===== src/rtl/dram_rd_pkg.sv =====
// Shared constants and beat record for the DRAM read-return staging path.
// Latency: n/a (types and constants only).
// Backpressure: n/a.
package dram_rd_pkg;

    localparam int DRAM_RD_DATA_W = 256;
    localparam int DRAM_RD_ECC_W  = 32;
    localparam int DRAM_RD_BEATS  = 2;
    localparam int DRAM_RD_BEAT_W = $clog2(DRAM_RD_BEATS);

    // One staged read-return beat: payload, its ECC and its index within the line
    typedef struct packed {
        logic [DRAM_RD_DATA_W-1:0] data;
        logic [DRAM_RD_ECC_W-1:0]  ecc;
        logic [DRAM_RD_BEAT_W-1:0] beat;
    } dram_rd_beat_t;

endpackage


===== src/rtl/dram_rd_fifo.sv =====
// Generic first-word-fall-through FIFO with occupancy count and synchronous flush.
// Latency: a push at edge E is visible at the head after E (no same-cycle bypass).
// Backpressure: never stalls the writer; a push into a full FIFO without a pop is refused and flagged on o_drop.
module dram_rd_fifo #(
    parameter int WIDTH = 8,
    parameter int DEPTH = 4
) (
    input  logic                     clk,
    input  logic                     arst_l,
    input  logic                     i_flush,
    input  logic                     i_push_vld,
    input  logic [WIDTH-1:0]         i_push_dat,
    output logic                     o_drop,
    output logic                     o_pop_vld,
    input  logic                     i_pop_rdy,
    output logic [WIDTH-1:0]         o_pop_dat,
    output logic [$clog2(DEPTH):0]   o_cnt
);

    localparam int PTR_W = $clog2(DEPTH);
    localparam int CNT_W = PTR_W + 1;

    logic [WIDTH-1:0] r_mem [DEPTH];
    logic [PTR_W-1:0] r_wr_ptr;
    logic [PTR_W-1:0] r_rd_ptr;
    logic [CNT_W-1:0] r_cnt;

    logic w_empty;
    logic w_full;
    logic w_pop;
    logic w_wr;

    assign w_empty = (r_cnt == '0);
    assign w_full  = (r_cnt == CNT_W'(DEPTH));
    assign w_pop   = i_pop_rdy && !w_empty;
    // When full, a push only lands if the head leaves in the same cycle
    assign w_wr    = i_push_vld && (!w_full || w_pop);
    assign o_drop  = i_push_vld && w_full && !w_pop && !i_flush;

    assign o_pop_vld = !w_empty;
    // Head is forced to zero when empty so the outputs are clean out of reset
    assign o_pop_dat = w_empty ? '0 : r_mem[r_rd_ptr];
    assign o_cnt     = r_cnt;

    // Storage array: written on an accepted push, no reset needed
    always_ff @(posedge clk) begin
        if (w_wr && !i_flush) begin
            r_mem[r_wr_ptr] <= i_push_dat;
        end
    end

    // Pointers and occupancy; flush discards everything including a same-cycle push/pop
    always_ff @(posedge clk or negedge arst_l) begin
        if (!arst_l) begin
            r_wr_ptr <= '0;
            r_rd_ptr <= '0;
            r_cnt    <= '0;
        end else if (i_flush) begin
            r_wr_ptr <= '0;
            r_rd_ptr <= '0;
            r_cnt    <= '0;
        end else begin
            if (w_wr) begin
                r_wr_ptr <= r_wr_ptr + PTR_W'(1);
            end
            if (w_pop) begin
                r_rd_ptr <= r_rd_ptr + PTR_W'(1);
            end
            if (w_wr && !w_pop) begin
                r_cnt <= r_cnt + CNT_W'(1);
            end else if (!w_wr && w_pop) begin
                r_cnt <= r_cnt - CNT_W'(1);
            end
        end
    end

endmodule


===== src/rtl/dram_rddata_stage.sv =====
// Registers pad read-return beats, tags each with its line beat index and stages them in a FWFT FIFO.
// Latency: 2 cycles from a pad beat sampled at E0 to rd_vld high after E1.
// Backpressure: the pads cannot stall; beats arriving at a full FIFO with no pop are dropped and set sticky rd_ovfl.
module dram_rddata_stage
    import dram_rd_pkg::*;
#(
    parameter int DATA_W = DRAM_RD_DATA_W,
    parameter int ECC_W  = DRAM_RD_ECC_W,
    parameter int DEPTH  = 4,
    parameter int BEATS  = DRAM_RD_BEATS
) (
    input  logic                        clk,
    input  logic                        arst_l,
    input  logic                        io_dram_data_valid_buf,
    input  logic [DATA_W-1:0]           io_dram_data_in_buf,
    input  logic [ECC_W-1:0]            io_dram_ecc_in_buf,
    input  logic                        dram_io_channel_disabled_buf,
    output logic                        rd_vld,
    input  logic                        rd_rdy,
    output logic [DATA_W-1:0]           rd_data,
    output logic [ECC_W-1:0]            rd_ecc,
    output logic [$clog2(BEATS)-1:0]    rd_beat,
    output logic                        rd_last,
    output logic [$clog2(DEPTH):0]      rd_cnt,
    output logic                        rd_ovfl,
    input  logic                        rd_ovfl_clr
);

    localparam int BEAT_W  = $clog2(BEATS);
    localparam int ENTRY_W = DATA_W + ECC_W + BEAT_W;

    logic                r_in_vld;
    logic [ENTRY_W-1:0]  r_in_dat;
    logic [BEAT_W-1:0]   r_beat_cnt;
    logic                r_ovfl;

    logic                w_drop;
    logic [ENTRY_W-1:0]  w_head;

    // Input register and beat counter; the counter follows the pad stream even if the beat is later dropped
    always_ff @(posedge clk or negedge arst_l) begin
        if (!arst_l) begin
            r_in_vld   <= 1'b0;
            r_in_dat   <= '0;
            r_beat_cnt <= '0;
        end else if (dram_io_channel_disabled_buf) begin
            r_in_vld   <= 1'b0;
            r_beat_cnt <= '0;
        end else begin
            r_in_vld <= io_dram_data_valid_buf;
            r_in_dat <= {io_dram_data_in_buf, io_dram_ecc_in_buf, r_beat_cnt};
            if (io_dram_data_valid_buf) begin
                r_beat_cnt <= r_beat_cnt + BEAT_W'(1);
            end
        end
    end

    // Sticky overflow: a drop in the same cycle as a clear keeps the flag set
    always_ff @(posedge clk or negedge arst_l) begin
        if (!arst_l) begin
            r_ovfl <= 1'b0;
        end else if (w_drop) begin
            r_ovfl <= 1'b1;
        end else if (rd_ovfl_clr) begin
            r_ovfl <= 1'b0;
        end
    end

    dram_rd_fifo #(
        .WIDTH (ENTRY_W),
        .DEPTH (DEPTH)
    ) u_fifo (
        .clk        (clk),
        .arst_l     (arst_l),
        .i_flush    (dram_io_channel_disabled_buf),
        .i_push_vld (r_in_vld),
        .i_push_dat (r_in_dat),
        .o_drop     (w_drop),
        .o_pop_vld  (rd_vld),
        .i_pop_rdy  (rd_rdy),
        .o_pop_dat  (w_head),
        .o_cnt      (rd_cnt)
    );

    assign rd_data = w_head[ENTRY_W-1 -: DATA_W];
    assign rd_ecc  = w_head[BEAT_W +: ECC_W];
    assign rd_beat = w_head[BEAT_W-1:0];
    assign rd_last = rd_vld && (rd_beat == BEAT_W'(BEATS - 1));
    assign rd_ovfl = r_ovfl;

endmodule


===== config.mk =====
export PLATFORM = sky130hd
export DESIGN_NAME = dram_rddata_stage
export DESIGN_NICKNAME = d
export VERILOG_FILES = /design/src/rtl/dram_rd_pkg.sv /design/src/rtl/dram_rd_fifo.sv /design/src/rtl/dram_rddata_stage.sv
export SDC_FILE = /design/constraint.sdc
export NUM_CORES = 1
export LEC_CHECK = 0
export CORE_AREA = 2 2 434 436
export CTS_BUF_LIST = sky130_fd_sc_hd__clkbuf_4 sky130_fd_sc_hd__clkbuf_8
export CTS_CLUSTER_DIAMETER = 100
export DETAILED_ROUTE_END_ITERATION = 8
export DIE_AREA = 0 0 436 438
export GPL_TIMING_DRIVEN = 0
export PLACE_DENSITY = 0.6
export SLEW_MARGIN = 15
export SYNTH_ARGS = -nofsm -noshare
export SYNTH_HDL_FRONTEND = slang
export SYNTH_HIERARCHICAL = 1
export SYNTH_SLANG_ARGS = --single-unit
export TNS_END_PERCENT = 20

===== constraint.sdc =====
create_clock -name clk -period 7.4 [get_ports clk]
set_input_delay 1.48 -clock clk [delete_from_list [all_inputs] [get_ports clk]]
set_output_delay 1.48 -clock clk [all_outputs]
set_load 0.02 [all_outputs]

==> metrics.cfg <==
[sta]
timing.slew.headroom_pct = 37.6
tightestPinTransition_ns = 0.936
finalClockSkew_ns = 0.0443
final-max-slew-violation-count = 0
fin_crit_sh_pct = 73.4
max_freq_mhz = 184
period_minus_slack_ns = 5.43
hold_viol = 0
setup_violations = 0
setup_slack_ns = 1.97
rsz0062_at_grt = no
totalNegativeSetupSlack_ns = 0

[floorplanning]
boundaryPins = 589
site_rows = 159
initial_core_util_pct = 29.8
design.die.area_sq_um = 191000
design.core.area_sq_um = 187000
die_h_um = 438
die_x_um = 436

[worst_setup_path]
timing.reg2reg.worst_path_depth = 8
critPathRequiredTime_ns = 5.92
worstSetupStartpointType = flip-flop
timing.critical_path.max_delay_family = buffers and inverters
crit_path_cell_trace = buf_2, buf_2, buf_2, mux4_2, and2_1, clkdlybuf4s50_1
slowest_delay_ns = 0.65
crit_cells = 6
worstPathBufferInverterCount = 4
timing.critical_path.mode_cell = sky130_fd_sc_hd__buf_2
critical_path.reg2reg.startpoint = u_fifo/o_cnt[2]
biggest_fanout_along_the_worst_timing_path = 11
timing.critical_path.slowest_stage_cell = sky130_fd_sc_hd__clkdlybuf4s50_1
cp_data_arrival_time_ns = 3.95
endpoint_kind_of_the_worst_setup_timing_path = primary output
critical_path.reg2reg.endpoint = u_fifo/r_mem[2][32]
timing_worst_setup_path_type = flip-flop to primary output
reg2reg_setup_slack_ns = 4.44

[global_routing]
global_route.overflow_total = 0
largest_net_degree_at_the_start_of_global_routing = 70
gr-usage-all-layers_pct = 14.8
grt_antenna_before_repair = 37
number_of_global_route_vias_before_repair = 28600
grt_pass1_wl_um = 202000

[job]
maxCapViolCount = 0

[power_and_ir_drop]
net-switching-power_w = 0.00754
peakVddDrop_uv = 181
p_int_w = 0.0171
cell_leakage_power_nw = 23.6
seqPwrFrac_pct = 38.4
p_clk_share_pct = 30.1
power_frac_comb_pct = 31.5
power.share.switching_pct = 30.6
power.density_nw_per_um2 = 348

[placement]
dp.final_hpwl_um = 95000
io_buffer_count = 586
gpl.final_weighted_congestion = 0.749
placed_cell_areas_sq_um = 65500
pre_cts_slack_ns = 2.76

[yosys]
netlist_area_sq_um = 55500
synthesis.instances = 2513
commonest_register_cell_after_synthesis = sky130_fd_sc_hd__edfxtp_1
synth-async-reset-ratio_pct = 20.5
flop_and_latch_count_out_of_synthesis = 1455
yosysWarningCount = 6
synth_sequential_area_ratio_pct = 76.0
syn-num-nets = 2812
synth_cell_types = 37
number_of_flops_mapped_to_enable_cells_by_yosys = 1156
syn-mean-instance-area_sq_um = 22.1

[final_layout]
final_cell_area_sq_um = 70700
fillCellCount = 17200
drive_gt1_share_pct = 31.9
area_delta_synth_final_pct = 27.4
finish.net_count = 3675

[clock_tree]
post_cts_resized = 0
numCtsBuffers = 239
tritoncts = yes
path_clk_slew_ns = 0.06
postCtsSetupRepairBufs = 0
cts_root_buffer = sky130_fd_sc_hd__clkbuf_8
cts.hold.buffers_added = 0
clkLatencyLatePin_ns = 0.97
numClockSinks = 1455
cts_buffer_depth = 3
cts-htree-levels = 4

[outcome]
outcome = finished clean

[route]
detail_route.drc_violations = 0
route.detailed.wl_per_inst_um = 23.5
drt_pass1_iterations = 5
routed-via-count = 27200
routed_via_density = 4.44
drt-initial-drc-count = 1532
detail-route-antenna-nets = 0
detail_route.wirelength_um = 143000

[hold_path]
hold_path_class = primary input to async pin

-- worst register-to-register path: cells and delay by family (launching register included) --
| kind | cells | cell delay (ns) |
|---|---|---|
| buf+inv | 5 | 1.35 |
| simple gates | 3 | 0.90 |
| flops | 1 | 0.37 |
-- per-layer routing --
metal	up-vias	global-route usage (%)	wire, um
met3	256	3.05	5720
met5	-	0	13
met4	2	7.42	6230
met1	14400	16.4	53500
met2	666	26.8	77900
li1	11800	-	-
-- cell usage in the layout, fill, tap and decap left out, types with 3 or more instances in the layout --
cell type	instances
sky130_fd_sc_hd__buf_1	16
sky130_fd_sc_hd__mux4_2	289
sky130_fd_sc_hd__clkinv_1	28
sky130_fd_sc_hd__clkbuf_8	315
sky130_fd_sc_hd__clkinv_2	25
sky130_fd_sc_hd__clkbuf_1	23
sky130_fd_sc_hd__edfxtp_1	1156
sky130_fd_sc_hd__inv_1	6
sky130_fd_sc_hd__clkbuf_2	11
sky130_fd_sc_hd__buf_16	26
sky130_fd_sc_hd__buf_12	42
sky130_fd_sc_hd__dfrtp_1	299
sky130_fd_sc_hd__and2_4	4
sky130_fd_sc_hd__clkinv_4	5
sky130_fd_sc_hd__clkinvlp_4	11
sky130_fd_sc_hd__diode_2	24
sky130_fd_sc_hd__and2_1	290
sky130_fd_sc_hd__clkinv_8	3
sky130_fd_sc_hd__mux2_2	291
sky130_fd_sc_hd__clkdlybuf4s50_1	585
sky130_fd_sc_hd__clkbuf_4	88
sky130_fd_sc_hd__inv_12	3
sky130_fd_sc_hd__nor2_1	12
sky130_fd_sc_hd__buf_6	6
sky130_fd_sc_hd__buf_2	17
sky130_fd_sc_hd__ha_1	4
sky130_fd_sc_hd__bufinv_16	5
-- cell usage after synthesis (6+ instances only) --
master                     number  area (sq um)
sky130_fd_sc_hd__and2_1       294          1840
sky130_fd_sc_hd__buf_1         16          60.1
sky130_fd_sc_hd__buf_12        32           641
sky130_fd_sc_hd__buf_2         17          85.1
sky130_fd_sc_hd__buf_6          6          67.6
sky130_fd_sc_hd__clkbuf_1      24          90.1
sky130_fd_sc_hd__clkbuf_2      10          50.1
sky130_fd_sc_hd__clkbuf_8      29           399
sky130_fd_sc_hd__dfrtp_1      299          7480
sky130_fd_sc_hd__edfxtp_1    1156         34700
sky130_fd_sc_hd__inv_1          6          22.5
sky130_fd_sc_hd__mux2_2       291          3280
sky130_fd_sc_hd__mux4_2       289          6510
sky130_fd_sc_hd__nor2_1        12          45.0
-- worst max path at each step --
stage                          to               start
6_report             rd_data[217]  u_fifo/r_rd_ptr[1]
5_1_grt              rd_data[231]  u_fifo/r_rd_ptr[1]
4_1_cts              rd_data[161]  u_fifo/r_rd_ptr[1]
3_5_place_dp         rd_data[161]  u_fifo/r_rd_ptr[1]
3_3_place_gp         r_in_dat[22]              arst_l
2_1_floorplan  u_fifo/r_mem[1][0]              rd_rdy
-- area by class of cell --
class,instances,area [sq um],area share (%)
tap,2495,3120,4.41
buffer,134,1390,1.97
multi-input combinational,918,11900,16.9
clock inverter,82,622,0.879
timing repair buffer,622,6790,9.59
inverter,6,22.5,0.0318
clock buffer,374,4600,6.50
sequential,1455,42200,59.6
antenna,24,60.1,0.0849
-- cells by family after synthesis --
group / Yosys count / synth area share [%]
AOI/OAI and AO/OA: 12 / 0.146
buffers and inverters: 140 / 2.55
muxes: 580 / 17.6
DFF: 1455 / 76.0
adders and majority gates: 5 / 0.126
xor gates and xnor gates: 4 / 0.0631
and+or+nand+nor: 317 / 3.53
-- through the flow --
step	util, %	instances	power (W)	hold WS, ns
floorplan	-	2513	0.0139	0.471
global placement	34.6	5594	0.0176	0.461
detailed placement	35.1	5630	0.0176	0.474
CTS	37.9	6086	0.0251	0.325
global route	37.9	6107	0.0257	0.366
finish	37.9	6110	0.0246	0.435
-- power groups by stage --
| stage | clock network [W] | registers [W] | logic (W) |
|---|---|---|---|
| after floorplan | 0 | 0.00957 | 0.00429 |
| after global placement | 0 | 0.00964 | 0.00793 |
| after detailed placement | 0 | 0.00962 | 0.00795 |
| after CTS | 0.00766 | 0.00945 | 0.00798 |
| after global routing | 0.00800 | 0.00949 | 0.00817 |
| final | 0.00741 | 0.00945 | 0.00774 |
-- flip-flops by register name (all words and copies together), names as in the netlist --
register         flops
u_fifo/r_mem      1156
r_in_dat           289
u_fifo/o_cnt         3
u_fifo/r_rd_ptr      2
u_fifo/r_wr_ptr      2
r_beat_cnt           1
r_in_vld             1
rd_ovfl              1
No activity file was read; power rests on OpenSTA's default activity.
